## src/rtl/ssd_scan_driver.sv

```systemverilog
// Memory-mapped seven-segment scan driver: data and control registers, a digit
// scanner, and a registered output stage for anodes, segments and decimal point.
module ssd_scan_driver #(
  parameter int unsigned DIGITS         = 4,
  parameter int unsigned SCAN_DIV       = 100000,
  parameter int unsigned SEG_ACTIVE_LOW = 1,
  parameter int unsigned AN_ACTIVE_LOW  = 1
) (
  input  logic              clk,
  input  logic              reset,
  input  logic              MemWrite,
  input  logic              Addr,
  input  logic [31:0]       Write_data,
  output logic [31:0]       Read_data,
  output logic [DIGITS-1:0] an,
  output logic [6:0]        seg,
  output logic              dp
);

  localparam int unsigned CNT_W  = (SCAN_DIV > 1) ? $clog2(SCAN_DIV) : 1;
  localparam int unsigned IDX_W  = (DIGITS > 1) ? $clog2(DIGITS) : 1;
  localparam int unsigned CTRL_W = 18;
  localparam logic [CNT_W-1:0] CNT_LAST = CNT_W'(SCAN_DIV - 1);
  localparam logic [IDX_W-1:0] IDX_LAST = IDX_W'(DIGITS - 1);
  localparam logic [CTRL_W-1:0] CTRL_RST = 18'h2_0000;
  localparam logic SEG_INV = (SEG_ACTIVE_LOW != 0);
  localparam logic AN_INV  = (AN_ACTIVE_LOW != 0);

  logic [31:0]       data_reg;
  logic [CTRL_W-1:0] ctrl_reg;
  logic [CNT_W-1:0]  scan_cnt;
  logic [IDX_W-1:0]  digit_idx;

  logic              lz_en;
  logic              disp_en;
  logic [3:0]        nibble;
  logic              blank_bit;
  logic              dp_bit;
  logic              upper_zero;
  logic              dark;
  logic [DIGITS-1:0] an_on;
  logic [6:0]        seg_on;
  logic              dp_on;

  // Active-high {g,f,e,d,c,b,a} hex font
  function automatic logic [6:0] hex_font(input logic [3:0] v);
    logic [6:0] f;
    case (v)
      4'h0: f = 7'h3F;
      4'h1: f = 7'h06;
      4'h2: f = 7'h5B;
      4'h3: f = 7'h4F;
      4'h4: f = 7'h66;
      4'h5: f = 7'h6D;
      4'h6: f = 7'h7D;
      4'h7: f = 7'h07;
      4'h8: f = 7'h7F;
      4'h9: f = 7'h6F;
      4'hA: f = 7'h77;
      4'hB: f = 7'h7C;
      4'hC: f = 7'h39;
      4'hD: f = 7'h5E;
      4'hE: f = 7'h79;
      default: f = 7'h71;
    endcase
    return f;
  endfunction

  // CPU store path into data and control registers
  always_ff @(posedge clk or negedge reset) begin
    if (!reset) begin
      data_reg <= 32'h0;
      ctrl_reg <= CTRL_RST;
    end else if (MemWrite) begin
      if (Addr) ctrl_reg <= Write_data[CTRL_W-1:0];
      else      data_reg <= Write_data;
    end
  end

  // Combinational readback of the addressed register
  assign Read_data = Addr ? {14'h0, ctrl_reg} : data_reg;

  // Dwell counter and digit pointer
  always_ff @(posedge clk or negedge reset) begin
    if (!reset) begin
      scan_cnt  <= '0;
      digit_idx <= '0;
    end else if (scan_cnt == CNT_LAST) begin
      scan_cnt  <= '0;
      digit_idx <= (digit_idx == IDX_LAST) ? '0 : digit_idx + IDX_W'(1);
    end else begin
      scan_cnt  <= scan_cnt + CNT_W'(1);
    end
  end

  // Select the current digit's nibble/masks and decide whether it is dark
  always_comb begin
    lz_en      = ctrl_reg[16];
    disp_en    = ctrl_reg[17];
    nibble     = 4'h0;
    blank_bit  = 1'b0;
    dp_bit     = 1'b0;
    upper_zero = 1'b1;
    an_on      = '0;
    for (int unsigned i = 0; i < DIGITS; i++) begin
      if (digit_idx == IDX_W'(i)) begin
        nibble    = data_reg[4*i +: 4];
        blank_bit = ctrl_reg[i];
        dp_bit    = ctrl_reg[8+i];
        an_on[i]  = 1'b1;
      end
      if (IDX_W'(i) >= digit_idx && data_reg[4*i +: 4] != 4'h0) begin
        upper_zero = 1'b0;
      end
    end
    dark = !disp_en || blank_bit ||
           (lz_en && (digit_idx != '0) && upper_zero);
    seg_on = hex_font(nibble);
    dp_on  = dp_bit;
    if (dark) begin
      an_on  = '0;
      seg_on = 7'h00;
      dp_on  = 1'b0;
    end
  end

  // Registered pins with polarity applied
  always_ff @(posedge clk or negedge reset) begin
    if (!reset) begin
      an  <= {DIGITS{AN_INV}};
      seg <= {7{SEG_INV}};
      dp  <= SEG_INV;
    end else begin
      an  <= an_on ^ {DIGITS{AN_INV}};
      seg <= seg_on ^ {7{SEG_INV}};
      dp  <= dp_on ^ SEG_INV;
    end
  end

endmodule

```

## config.mk

```make
export PLATFORM = sky130hd
export DESIGN_NAME = ssd_scan_driver
export DESIGN_NICKNAME = d
export VERILOG_FILES = /design/src/rtl/ssd_scan_driver.sv
export SDC_FILE = /design/constraint.sdc
export NUM_CORES = 1
export LEC_CHECK = 0
export ABC_AREA = 1
export CAP_MARGIN = 20
export CORE_MARGIN = 5
export CORE_UTILIZATION = 52
export CTS_BUF_LIST = sky130_fd_sc_hd__clkbuf_4 sky130_fd_sc_hd__clkbuf_8 sky130_fd_sc_hd__clkbuf_16
export CTS_CLUSTER_SIZE = 30
export DETAILED_ROUTE_END_ITERATION = 10
export GPL_ROUTABILITY_DRIVEN = 0
export PLACE_DENSITY = 0.85
export SLEW_MARGIN = 0
export SYNTH_ARGS = -nofsm -noshare
export SYNTH_HDL_FRONTEND = slang
export SYNTH_SLANG_ARGS = --single-unit
```

## constraint.sdc

```tcl
create_clock -name clk -period 2.6 [get_ports clk]
set_clock_uncertainty 0.1 [all_clocks]
set_input_delay 0.26 -clock clk [delete_from_list [all_inputs] [get_ports clk]]
set_output_delay 0.26 -clock clk [all_outputs]
set_load 0.01 [all_outputs]
```

==> qor.csv, run 1 <==
metric;value;unit
routed_wl;9.54;mm
synth_cell_types;33;
syn_to_final_growth;26.1;%
nNetsFinal;656;
grt_pass1_vias;3678;
largest_reg_flops;32;
syn_nets;577;
ys_seq_area_share;49.4;%
period_share;91.3;%
yosysWarnings;0;
wl_per_cell;13.3;um
syn_inst;529;
coreArea;7730;um^2
cts_sinks;81;
power.leakage;2.54;nW
cp-end-kind;flop;
clockBufferDepth;2;
globalRouteOverflowTotal;0;
drv_slew;0;
pin_count;80;
slowest_stage;dfrtp_1;
outcome;complete, no violations;
gr-usage-all-layers;20.3;%
worstPathRequired;2.79;ns
cts_root_buf;clkbuf_8;
fin_crit;2.37;ns
clock_latency;0.35;ns
synth-seq-cells;81;
critPathLaunchType;flop;
finalHoldViolCount;0;
slew_headroom;60.8;%
synth_area_leaders;dfrtp_1, nand2_1, dfstp_2;
cp_cell_sequence;inv_1, ha_1, inv_4, nand3_1, nand2_1, a21boi_2, inv_1, ha_1, o21ai_0, nand2_1, nand2_1;
tightest_slew;0.588;ns
path_common_cell;nand2_1;
hpwl;7.08;mm
worst-setup-path-type;flop to flop;
finalSetupViolCount;0;
synth_area_leader_cell;dfrtp_1;
via_count;3621;
die_area;9850;um^2
cap_viol_max_count;0;
drt-pass1-iter-count;6;
portBuffers;79;
worstPathArrival;2.56;ns
final_util;67.6;%
ant_nets;0;
drc;0;
clkSlewWorstSetupHoldPaths;0.09;ns
insertedDiodeCount;0;
grt_max_degree;47;
synth_async_sr_flop_share;100;%
critPathMaxFanout;9;
setup_tns;0;ns
htree_levels;3;
power_density;555;nW/um^2
ys.flop_type;dfrtp_1;
drt_iter0_drc;264;
min_path_type;input pin to flop;
synth_top_area_share;41.1;%
cts_tree;built;
rows;32;
grt_setup_unrepaired;no;
syn_avg_cell_area;7.83;um^2
yosysMostFrequentCell;nand2_1;
hold_slack;0.346;ns
synth_edf_count;0;
cp_slowest_stage_delay;0.44;ns
die_w;99.2;um
antenna_found_initial;0;
start_util;53.6;%
fmax;0.421;GHz
drive_gt1_share;8.97;%
ir_drop;0.384;mV
numCtsBuffers;9;
vias_per_cell;5.06;
grt_pass1_wl;16.4;mm
fp.dieH;99.2;um
syn-cell-area;4140;um^2
synth_commonest_cells;nand2_1, inv_1, dfrtp_1;
==> timing repair <==
action | in CTS | in global routing
resized for setup | 0 | 0
endpoints found under the hold margin | 33 | 0
setup buffers | 0 | 0
hold buffers | 1 | 0
==> layout make-up <==
| type | instances | area, um^2 |
|---|---|---|
| Inverter | 76 | 288 |
| Fill cell | 610 | 2510 |
| Sequential cell | 81 | 2040 |
| Clock buffer | 9 | 124 |
| Tap cell | 102 | 128 |
| Clock inverter | 7 | 55.1 |
| Timing Repair Buffer | 87 | 863 |
| Multi-Input combinational cell | 353 | 1720 |
==> report_power, final <==
group / internal [mW] / switching [mW]
sequential: 1.39 / 0.0691
clock: 0.355 / 0.480
combinational: 0.289 / 0.319
==> layer usage <==
metal | global-route usage, % | routed length, um | up-vias
met1 | 26.0 | 4240 | 1686
met4 | 6.83 | 127 | 0
met2 | 34.7 | 4670 | 111
li1 | - | - | 1809
met3 | 3.72 | 493 | 15
met5 | 0 | 0 | -
==> cell usage in the layout, fill, tap and decap left out, drive strengths merged, types with 9 or more instances in the layout <==
master / n
nand3: 23
clkbuf: 9
inv: 78
nand2: 148
xor2: 9
nor2: 54
dfstp: 13
clkdlybuf4s50: 78
a21oi: 26
o21ai: 54
dfrtp: 68
ha: 12
==> critical path: cells and delay by family (launching register included) <==
| family | cells | cell delay [ns] |
|---|---|---|
| fa+ha+maj | 2 | 0.70 |
| compound gates | 2 | 0.45 |
| buf+inv | 3 | 0.34 |
| flops | 1 | 0.44 |
| simple gates | 4 | 0.30 |
==> path summary, 6_finish.rpt <==
kind	from	endpoint	slack [ns]	depth (start not counted)
worst max-delay path	digit_idx[1]	seg[1]	0.23	11
worst min-delay path	Write_data[17]	ctrl_reg[17]	0.35	3
worst max register to register	digit_idx[1]	seg[1]	0.23	11
worst min register to register	scan_cnt[0]	scan_cnt[0]	0.38	1
max in group asynchronous	reset	ctrl_reg[17]	1.38	3
min in group asynchronous	reset	scan_cnt[13]	0.36	2
==> kinds of logic (layout without fill, tap and decap cells) <==
logic type	after synthesis	count (layout)	share of synthesized area, %
simple gates	248	248	25.4
buf+inv	95	179	9.19
compound gates	84	84	10.5
flops	81	81	49.4
fa+ha+maj	12	12	3.63
xor+xnor	9	9	1.90
==> stage by stage <==
step | setup WS [ns] | std cells | total power [mW] | area, um^2
after floorplan | 0.557 | 529 | 1.77 | 4140
after detailed placement | 0.298 | 698 | 2.08 | 5030
after global placement | 0.423 | 698 | 2.06 | 5030
after CTS | 0.244 | 715 | 2.93 | 5220
after global routing | 0.0724 | 715 | 3.06 | 5220
final | 0.226 | 715 | 2.90 | 5220
Power figures use the tool's default switching activity.
==> run 2: changes to the inputs <==
Settings changed: CORE_ASPECT_RATIO set to 1.5.
==> run 2 against run 1 <==
Compared with the run above:
- maximum frequency is 0.73% higher
- final cell count is 0.42% higher
- die area is 0.37% higher
- core utilization hardly changed
- count of clock-buffer cells in the layout is 2 higher
- sequential share of layout area is 0.87 points lower
- design area is 2.3% higher
- register-to-register slack better by 0.02 ns
- sequential power hardly changed
- hold slack worse by 0.084 ns
- total power is 11% higher
- critical path type unchanged
==> qor.csv, run 2 (synthesis results as in run 1) <==
metric;value;unit;change
critPathLaunchType;flop;;
period_share;90.6;%;-0.66 points
fin_crit;2.36;ns;-0.0172 ns
clock_latency;0.33;ns;-0.02 ns
ir_drop;0.479;mV;+25%
r2r_cells;10;;-1
layout_common_cells;nand2_1, clkdlybuf4s50_1, inv_1;;
drt_iter0_drc;179;;-32%
via_count;3645;;+0.66%
die_area;9880;um^2;+0.37%
rows;40;;+25%
antenna_found_initial;0;;unchanged
worstPathRequired;2.77;ns;-0.02 ns
drc;0;;unchanged
crit_start;digit_idx[0];;
portBuffers;79;;unchanged
slew_headroom;68.3;%;+7.5 points
finalSetupViolCount;0;;unchanged
r2r-end;seg[1];;
worst-setup-path-type;flop to flop;;
cts_sinks;81;;unchanged
nNetsFinal;657;;+0.15%
vias_per_cell;5.08;;+0.24%
finalHoldViolCount;0;;unchanged
insertedDiodeCount;0;;unchanged
hold_slack;0.261;ns;-0.0845 ns
hpwl;6.97;mm;-1.6%
grt_max_degree;82;;+74%
largest_reg_flops;32;;unchanged
numCtsBuffers;9;;unchanged
worstPathArrival;2.53;ns;-0.03 ns
clockBufferDepth;2;;unchanged
cap_viol_max_count;0;;unchanged
crit_end;seg[1];;
ant_nets;0;;unchanged
r2r_start;digit_idx[0];;
cts_tree;built;;
routed_wl;9.70;mm;+1.7%
fp.dieH;119;um;+20%
grt_pass1_vias;3656;;-0.60%
fmax;0.424;GHz;+0.73%
power.leakage;2.61;nW;+2.6%
fillCellCount;656;;+7.5%
multiInputGateArea;1720;um^2;unchanged
clkSlewWorstSetupHoldPaths;0.05;ns;-0.04 ns
finalPower;3.20;mW;+11%
seqCellArea;2040;um^2;unchanged
critPathMaxFanout;12;;+3
pin_count;80;;unchanged
cp-end-kind;flop;;
drv_slew;0;;unchanged
setup_tns;0;ns;unchanged
globalRouteOverflowTotal;0;;unchanged
final_common_cell;nand2_1;;
wl_per_cell;13.5;um;+1.3%
drt-pass1-iter-count;4;;-2
grt_pass1_wl;16.3;mm;-0.30%
cts_root_buf;clkbuf_16;;
drive_gt1_share;8.97;%;unchanged
power_density;600;nW/um^2;+8.1%
tightest_slew;0.471;ns;-0.117 ns
coreArea;7910;um^2;+2.3%
die_w;82.9;um;-17%
gr-usage-all-layers;20.1;%;-0.21 points
grt_setup_unrepaired;no;;
syn_to_final_growth;29.0;%;
final_util;67.5;%;about the same
rrSetupSlack;0.24;ns;+0.02 ns
htree_levels;3;;unchanged
outcome;complete, no violations;;
start_util;52.4;%;-1.2 points
min_path_type;input pin to async pin;;
-- run 2: routing by layer --
layer	wire, um	global-route usage, %	share of wire (%)	vias to the layer above
li1	-	-	-	1808
met1	3820	23.4	39	1713
met2	5180	35.1	53	102
met3	476	5.19	4.9	22
met4	219	7.98	2.3	0
met5	0	0	0	-
-- run 2: critical path, cell delays in order (launching register included) --
cell,delay (ns)
dfrtp_1,0.45
inv_1,0.10
ha_1,0.36
a21oi_1,0.18
nand2_1,0.09
a21boi_2,0.26
inv_1,0.14
ha_1,0.32
o21ai_0,0.17
nand2_1,0.07
nand2_1,0.06
-- run 2: how the worst min path moves through the flow --
stage / to
3_3_place_gp: scan_cnt[0]
6_report: data_reg[9]
3_5_place_dp: scan_cnt[0]
5_1_grt: ctrl_reg[9]
2_1_floorplan: ctrl_reg[0]
4_1_cts: ctrl_reg[11]
-- run 2: repair_timing --
| item | CTS | global route |
|---|---|---|
| setup endpoints to repair | 0 | 0 |
| buffers inserted | 0 | 0 |
| hold buffers | 0 | 1 |
| hold endpoints to repair | 0 | 19 |
| resized for setup | 0 | 0 |
-- run 2: power by group --
group	internal [mW]	switching, mW	total [mW]
Clock	0.670	0.465	1.13
Sequential	1.39	0.0702	1.46
Combinational	0.292	0.318	0.610
-- run 2: layout make-up --
type | count | area share [%]
timing repair buffer | 88 | 16.7
tap | 105 | 2.46
multi-input combinational | 353 | 32.2
sequential | 81 | 38.3
clock inverter | 4 | 0.375
inverter | 76 | 5.39
clock buffer | 11 | 4.62
-- run 2: per-stage QoR --
stage,setup slack [ns],area [um^2],std cells
6_report,0.243,5340,718
5_1_grt,0.0703,5340,718
4_1_cts,0.273,5300,716
3_5_place_dp,0.287,5030,701
3_3_place_gp,0.453,5030,701
2_1_floorplan,0.557,4140,529
==> run 3: changes to the inputs <==
Settings changed: MAX_ROUTING_LAYER set to met4.
==> run 3 against run 2 <==
Compared with the run above:
- hold slack improved by 0.00089 ns
- core utilization did not move
- via count increased by 1.2%
- global-route usage rose by 0.58 points
- sequential share of layout area unchanged
- register-to-register slack worse by 0.02 ns
- routed wire length up 0.34%
- maximum frequency down 1.0%
- largest power group unchanged
==> qor.csv, run 3 (synthesis results as in run 1) <==
metric;value;unit;change
drive_gt1_share;8.97;%;unchanged
fillCellCount;656;;unchanged
numCtsBuffers;9;;unchanged
cts_root_buf;clkbuf_16;;
drt-pass1-iter-count;5;;+1
cts_tree;built;;
grt_pass1_wl;16.3;mm;about the same
tightest_slew;0.484;ns;+0.0132 ns
setup_ws;0.219;ns;-0.0242 ns
slew_headroom;67.4;%;-0.89 points
min_path_type;input pin to async pin;;
largest_reg_flops;32;;unchanged
clock_latency;0.33;ns;about the same
drc;0;;unchanged
worstPathRequired;2.77;ns;about the same
portBuffers;79;;unchanged
critPathLaunchType;flop;;
grt_pass1_vias;3643;;-0.36%
finalSetupViolCount;0;;unchanged
coreArea;7910;um^2;unchanged
wl_per_cell;13.6;um;+0.34%
power_density;600;nW/um^2;about the same
power.leakage;2.61;nW;unchanged
finalPower;3.21;mW;about the same
nNetsFinal;657;;unchanged
grt_max_degree;82;;unchanged
die_w;82.9;um;unchanged
drt_iter0_drc;203;;+13%
final_common_cell;nand2_1;;
insertedDiodeCount;0;;unchanged
clkSlewWorstSetupHoldPaths;0.05;ns;about the same
layout_common_cells;nand2_1, clkdlybuf4s50_1, inv_1;;
worstPathArrival;2.55;ns;+0.02 ns
fin_crit;2.38;ns;+0.0242 ns
multiInputGateArea;1720;um^2;unchanged
worst-setup-path-type;flop to flop;;
vias_per_cell;5.14;;+1.2%
via_count;3687;;+1.2%
start_util;52.4;%;unchanged
drv_slew;0;;unchanged
critPathMaxFanout;12;;unchanged
cap_viol_max_count;0;;unchanged
cts_sinks;81;;unchanged
setup_tns;0;ns;unchanged
finalHoldViolCount;0;;unchanged
hpwl;6.97;mm;unchanged
clockBufferDepth;2;;unchanged
final_util;67.5;%;unchanged
gr-usage-all-layers;20.7;%;+0.58 points
pre_cts_ws;0.287;ns;unchanged
grt_setup_unrepaired;no;;
antenna_found_initial;0;;unchanged
routed_wl;9.73;mm;+0.34%
syn_to_final_growth;29.0;%;unchanged
hold_slack;0.262;ns;+0.000894 ns
die_area;9880;um^2;unchanged
ctsResizeCount;0;;unchanged
globalRouteOverflowTotal;0;;unchanged
ir_drop;0.479;mV;-0.12%
cp-end-kind;flop;;
ant_nets;0;;unchanged
outcome;complete, no violations;;
fmax;0.420;GHz;-1.0%
seqCellArea;2040;um^2;unchanged
rows;40;;unchanged
fp.dieH;119;um;unchanged
pin_count;80;;unchanged
htree_levels;3;;unchanged
period_share;91.6;%;+0.93 points
[run 3: cell counts in the layout (fill, tap and decap cells not counted)]
No cell type changed its count.
[run 3: per-layer routing]
layer	wire length [um]	up-vias	share of wire, %	global-route usage, %
li1	-	1810	-	-
met1	3830	1718	39	23.4
met2	5120	136	53	35.4
met3	546	23	5.6	4.84
met4	232	0	2.4	7.98
met5	0	-	0	-
[run 3: repair_timing]
item                                   CTS  global route
hold buffers                             0             1
endpoints found under the hold margin    0            19
setup buffers                            0             0
[run 3: layout make-up]
class | count | area share (%)
multi-input cells | 353 | 32.2
clock buffers | 11 | 4.62
clock inverters | 4 | 0.375
well taps | 105 | 2.46
repair buffers | 88 | 16.7
flip-flops and latches | 81 | 38.3
inverters | 76 | 5.39
[run 3: worst max-delay path: stages (launching register included)]
cell and delay [ns]:
dfrtp_1 0.45, inv_1 0.10, ha_1 0.37, a21oi_1 0.20, nand2_1 0.09, a21boi_2 0.26, inv_1 0.14, ha_1 0.32
o21ai_0 0.17, nand2_1 0.07, nand2_1 0.06
[run 3: power breakdown]
group,internal (mW),switching [mW]
registers,1.39,0.0712
clock network,0.670,0.464
logic,0.292,0.318
total,2.35,0.853
[run 3: path summary, 6_finish.rpt]
path | start | endpoint | slack, ns | cells past startpoint
max in group asynchronous | reset | ctrl_reg[17] | 1.51 | 3
setup / recovery | digit_idx[0] | seg[1] | 0.22 | 10
min in group clk | scan_cnt[0] | scan_cnt[0] | 0.38 | 1
hold / removal | reset | data_reg[9] | 0.26 | 2
setup reg to reg | digit_idx[0] | seg[1] | 0.22 | 10
hold reg to reg | scan_cnt[0] | scan_cnt[0] | 0.38 | 1
[run 3: per-stage QoR]
stage                     area, um^2  std cells
after floorplan                 4140        529
after global placement          5030        701
after detailed placement        5030        701
after CTS                       5300        716
after global routing            5340        718
final                           5340        718
